===== src/rtl/audio_dma_resp.sv =====
// Audio mixer fetch responder: turns a held audio request into one VRAM or
// TILEMEM read, returns the word with a one-cycle ack, and flags starvation.
module audio_dma_resp #(
  parameter int TILE_WORDS    = 5120,
  parameter int URGENT_CYCLES = 8
) (
  input  logic        clk,
  input  logic        reset_i,
  input  logic        audio_req_i,
  input  logic        audio_tile_i,
  input  logic [15:0] audio_addr_i,
  output logic        audio_ack_o,
  output logic [15:0] audio_word_o,
  output logic        vram_sel_o,
  output logic [15:0] vram_addr_o,
  input  logic        vram_grant_i,
  input  logic [15:0] vram_data_i,
  output logic        tile_sel_o,
  output logic [12:0] tile_addr_o,
  input  logic        tile_grant_i,
  input  logic [15:0] tile_data_i,
  output logic        urgent_o
);

  typedef enum logic [2:0] {
    IDLE = 3'd0,
    WAIT = 3'd1,
    READ = 3'd2,
    ACK  = 3'd3,
    HOLD = 3'd4
  } state_t;

  localparam logic [16:0] TILE_LIMIT = 17'(TILE_WORDS);
  localparam logic [3:0]  URGENT_LIM = 4'(URGENT_CYCLES);

  state_t      state_r, state_s;
  logic        tile_r, tile_s;
  logic        oor_r, oor_s;
  logic [3:0]  cnt_r, cnt_s;
  logic        ack_r, ack_s;
  logic [15:0] word_r, word_s;
  logic        vsel_r, vsel_s;
  logic [15:0] vaddr_r, vaddr_s;
  logic        tsel_r, tsel_s;
  logic [12:0] taddr_r, taddr_s;
  logic        urgent_r, urgent_s;
  logic        gnt_s;
  logic [15:0] rdata_s;
  logic        oor_req_s;

  assign gnt_s     = tile_r ? tile_grant_i : vram_grant_i;
  assign rdata_s   = tile_r ? tile_data_i : vram_data_i;
  assign oor_req_s = ({1'b0, audio_addr_i} >= TILE_LIMIT);

  // Next-state and next-output logic; every output is a register loaded from here.
  always_comb begin
    state_s  = state_r;
    tile_s   = tile_r;
    oor_s    = oor_r;
    cnt_s    = cnt_r;
    ack_s    = 1'b0;
    word_s   = word_r;
    vsel_s   = vsel_r;
    vaddr_s  = vaddr_r;
    tsel_s   = tsel_r;
    taddr_s  = taddr_r;
    urgent_s = 1'b0;
    case (state_r)
      IDLE: begin
        if (audio_req_i) begin
          tile_s = audio_tile_i;
          cnt_s  = 4'd0;
          // Out-of-range tile reads borrow the READ slot with no memory
          // select so the zero word is acked at a fixed latency.
          if (audio_tile_i && oor_req_s) begin
            oor_s   = 1'b1;
            word_s  = 16'h0000;
            state_s = READ;
          end else begin
            oor_s   = 1'b0;
            state_s = WAIT;
            if (audio_tile_i) begin
              tsel_s  = 1'b1;
              taddr_s = audio_addr_i[12:0];
            end else begin
              vsel_s  = 1'b1;
              vaddr_s = audio_addr_i;
            end
          end
        end else begin
          state_s = IDLE;
        end
      end
      WAIT: begin
        if (!audio_req_i) begin
          vsel_s  = 1'b0;
          tsel_s  = 1'b0;
          state_s = IDLE;
        end else if (gnt_s) begin
          vsel_s  = 1'b0;
          tsel_s  = 1'b0;
          state_s = READ;
        end else begin
          if (cnt_r != 4'hF) begin
            cnt_s = cnt_r + 4'd1;
          end else begin
            cnt_s = cnt_r;
          end
          urgent_s = (cnt_s >= URGENT_LIM);
        end
      end
      READ: begin
        if (oor_r) begin
          word_s = 16'h0000;
        end else begin
          word_s = rdata_s;
        end
        ack_s   = 1'b1;
        state_s = ACK;
      end
      ACK: begin
        state_s = HOLD;
      end
      HOLD: begin
        state_s = IDLE;
      end
      default: begin
        vsel_s  = 1'b0;
        tsel_s  = 1'b0;
        state_s = IDLE;
      end
    endcase
  end

  // State and output registers with synchronous reset.
  always_ff @(posedge clk) begin
    if (reset_i) begin
      state_r  <= IDLE;
      tile_r   <= 1'b0;
      oor_r    <= 1'b0;
      cnt_r    <= 4'd0;
      ack_r    <= 1'b0;
      word_r   <= 16'h0000;
      vsel_r   <= 1'b0;
      vaddr_r  <= 16'h0000;
      tsel_r   <= 1'b0;
      taddr_r  <= 13'h0000;
      urgent_r <= 1'b0;
    end else begin
      state_r  <= state_s;
      tile_r   <= tile_s;
      oor_r    <= oor_s;
      cnt_r    <= cnt_s;
      ack_r    <= ack_s;
      word_r   <= word_s;
      vsel_r   <= vsel_s;
      vaddr_r  <= vaddr_s;
      tsel_r   <= tsel_s;
      taddr_r  <= taddr_s;
      urgent_r <= urgent_s;
    end
  end

  assign audio_ack_o  = ack_r;
  assign audio_word_o = word_r;
  assign vram_sel_o   = vsel_r;
  assign vram_addr_o  = vaddr_r;
  assign tile_sel_o   = tsel_r;
  assign tile_addr_o  = taddr_r;
  assign urgent_o     = urgent_r;

endmodule


===== config.mk =====
export PLATFORM = sky130hd
export DESIGN_NAME = audio_dma_resp
export DESIGN_NICKNAME = d
export VERILOG_FILES = /design/src/rtl/audio_dma_resp.sv
export SDC_FILE = /design/constraint.sdc
export NUM_CORES = 1
export LEC_CHECK = 0
export CORE_MARGIN = 8
export CORE_UTILIZATION = 40
export CTS_BUF_LIST = sky130_fd_sc_hd__clkbuf_16
export CTS_CLUSTER_DIAMETER = 50
export DETAILED_ROUTE_END_ITERATION = 8
export PLACE_DENSITY = 0.76
export SETUP_SLACK_MARGIN = 0.4
export SYNTH_ARGS = -nofsm -noshare
export SYNTH_HDL_FRONTEND = slang
export SYNTH_SLANG_ARGS = --single-unit

===== constraint.sdc =====
create_clock -name clk -period 1.85 [get_ports clk]
set_input_delay 0.185 -clock clk [delete_from_list [all_inputs] [get_ports clk]]
set_output_delay 0.185 -clock clk [all_outputs]
set_load 0.05 [all_outputs]

==> flow_metrics.py <==
metrics = {
    "clocking": {
        "cts_htree_levels": 3,
        "cts_hold_buffers": 0,
        "clk_transition_reported_paths_ps": 60,
        "deepest_clock_path_buffer_count": 2,
        "clk_root_buffer_cell": "clkbuf_16",
        "worstSkewPairLatency_ps": 320,
        "cts_tree": "built",
        "cts_sinks": 58,
        "numCtsBuffers": 9,
    },
    "cells_and_area": {
        "fin_nets": 494,
        "most-common-layout-cells": "55 x dfxtp_1, 51 x clkdlybuf4s50_1, 47 x dlygate4sd2_1",
        "area_growth_syn_to_layout_pct": 71.4,
        "final_core_utilization": 0.708,
        "most_common_library_cell_in_the_layout_ignoring_fill_and_taps": "dfxtp_1",
        "regArea_um2": 1170,
        "final.fill_count": 509,
        "final_layout_size_suffix_gt1_frac": 0.288,
        "antenna-diode-count": 0,
        "final_design_area_no_fill_um2": 4810,
        "area_used_by_multi_input_combinational_logic_um2": 1770,
        "finalNonFillerCells": 540,
    },
    "logic_synthesis": {
        "post_synth_instance_area_um2": 2810,
        "yosysSeqAreaShare": 0.413,
        "dominantRegCellSynth": "dfxtp_1",
        "ys.warnings.count": 0,
        "number_of_instances_in_the_synthesized_netlist": 314,
        "synth.lib_cells_used.distinct": 42,
        "async_reset_ff_frac": 0,
        "synth-edff-count": 0,
        "synth.net_count": 369,
        "postSynthAreaPerCell_um2": 8.95,
        "ys_seq_elements": 58,
    },
    "grt": {
        "global_route.usage.met1": 0.213,
        "overflow": 0,
        "grt_first_pass_wirelength_um": 14900,
        "grt_antenna_before_repair": 0,
        "largest_net_degree_at_the_start_of_global_routing": 31,
        "use_met3": 0.0436,
        "top_usage_layer": "met2",
        "globalRouteMet2Util": 0.319,
        "first_global_vias": 2953,
        "grt_util_all_layers": 0.186,
    },
    "placement": {
        "dpl_cell_area_um2": 4010,
        "detailedPlace.worstSlack_ps": -71.7,
        "post-place-cells": 506,
        "numPortBuffers": 102,
        "place.detailed.hpwl_um": 6210,
        "place_congestion": 0.802,
    },
    "timing": {
        "timing.final.hold_violations": 0,
        "max_slew_margin": 0.599,
        "max_freq_mhz": 607,
        "layout_min_cycle_time_ps": 1650,
        "finalMaxSlewViolations": 0,
        "rsz0062_at_grt": "yes",
        "setup_viol": 0,
        "setup_slack_ps": 201,
        "fin_hold_ws_ps": 279,
        "period_share": 0.891,
        "tns_ps": 0,
        "final.setup_skew_ps": 5.28,
        "max_slew.worst_pin.slew_ps": 601,
    },
    "route": {
        "remaining_drc_errors": 0,
        "detailroute.via_count": 2980,
        "average_vias_per_placed_instance": 5.52,
        "drt-wirelength-per-cell_um": 19.0,
        "totalWireLength_um": 10200,
        "drt-initial-drc-count": 163,
        "ant_nets": 0,
        "first_pass_iters": 4,
    },
    "setup_path": {
        "setup.worst_path.class": "reg -> reg",
        "worst_setup_end_kind": "register",
        "path_max_fanout": 7,
        "timing.critical_path.arrival_ps": 1900,
        "crit_required_ps": 2100,
        "timing.critical_path.from_type": "register",
    },
    "power": {
        "sw_frac_of_total": 0.305,
        "leakagePower_nw": 1.96,
        "p_total_mw": 3.99,
        "power.switching_mw": 1.21,
        "power.share.combinational": 0.241,
        "power.share.sequential": 0.340,
        "cellInternalPower_mw": 2.77,
        "pwr-share-clk": 0.419,
        "ir_worst_vdd_mv": 0.498,
        "power-per-cell-area_nw_per_um2": 828,
    },
    "floorplanning": {
        "die_w_um": 99.8,
        "height_of_the_chip_um": 99.8,
        "design.core.area_um2": 6790,
        "row_count": 30,
        "initial_core_util": 0.413,
        "floorplan.die_area_um2": 9960,
        "count_of_pins_on_the_block_boundary": 103,
    },
    "flow_run": {
        "cap_viol_max_count": 0,
    },
    "status": {
        "outcome": "completed",
    },
    "min_path": {
        "class_of_the_tightest_hold_or_removal_check": "in -> reg",
    },
}
-- path summary, 6_finish.rpt --
kind                  startpoint         endpoint  slack (ps)  cells after the start
setup / recovery      state_r[2]   tile_addr_o[1]         200                      4
hold / removal           reset_i  vram_addr_o[13]         280                      2
setup reg to reg      state_r[2]   tile_addr_o[1]         200                      4
hold reg to reg   tile_addr_o[3]   tile_addr_o[3]         460                      2
-- registers in the layout (all words and copies together), names as in the netlist --
signal        flops
vram_sel_o        1
audio_word_o     16
urgent_o          1
vram_addr_o      16
oor_r             1
tile_sel_o        1
tile_r            1
audio_ack_o       1
tile_addr_o      13
state_r           3
cnt_r             4
-- cell type report --
type / instances / share of cell area
Sequential cell: 58 / 0.243
Multi-Input combinational cell: 206 / 0.367
Inverter: 21 / 0.0164
Clock inverter: 7 / 0.0164
Timing Repair Buffer: 143 / 0.286
Tap cell: 96 / 0.0250
Clock buffer: 9 / 0.0468
-- power groups by stage --
stage          Clock (mW)  Combinational, mW  Sequential, mW
3_5_place_dp            0              0.786            1.37
5_1_grt              1.75               1.01            1.36
4_1_cts              1.68              0.842            1.35
2_1_floorplan           0              0.299            1.54
3_3_place_gp            0              0.777            1.37
6_report             1.67              0.960            1.35
-- synthesized netlist by cell type (all sizes together), types with 3 or more instances --
master / number / share of area
mux2: 17 / 0.068
nor4: 4 / 0.014
a32oi: 16 / 0.050
a21oi: 18 / 0.032
nand2: 30 / 0.040
nor3: 3 / 0.0053
dfxtp: 58 / 0.41
o41ai: 16 / 0.050
clkbuf: 24 / 0.032
buf: 5 / 0.013
o21ai: 17 / 0.030
nand3: 21 / 0.037
nor2b: 17 / 0.038
inv: 20 / 0.027
mux2i: 17 / 0.061
-- cell families (layout without fill, tap and decap cells) --
logic type	after synthesis	count (layout)	synth area share
compound gates	79	79	0.197
fa+ha+maj	1	1	0.00445
buf+inv	50	180	0.0730
flops	58	58	0.413
mux	34	34	0.129
simple gates	92	92	0.183
-- timing repair --
item	CTS	global route
hold endpoints to repair	0	0
resized for setup	114	34
pin swaps	5	3
setup buffers	6	9
setup endpoints to repair	103	58
cloned	2	1
-- critical path, stage by stage (launching register included) --
cell,delay [ps]
dfxtp_2,350
or4b_4,570
nor4_4,240
buf_6,200
mux2i_1,210
-- layer usage --
metal / routed length [µm] / share of wire / up-vias
li1: - / - / 1408
met1: 4220 / 0.41 / 1451
met2: 5290 / 0.52 / 107
met3: 545 / 0.053 / 14
met4: 182 / 0.018 / 0
met5: 0 / 0 / -
Power figures use the tool's default switching activity.
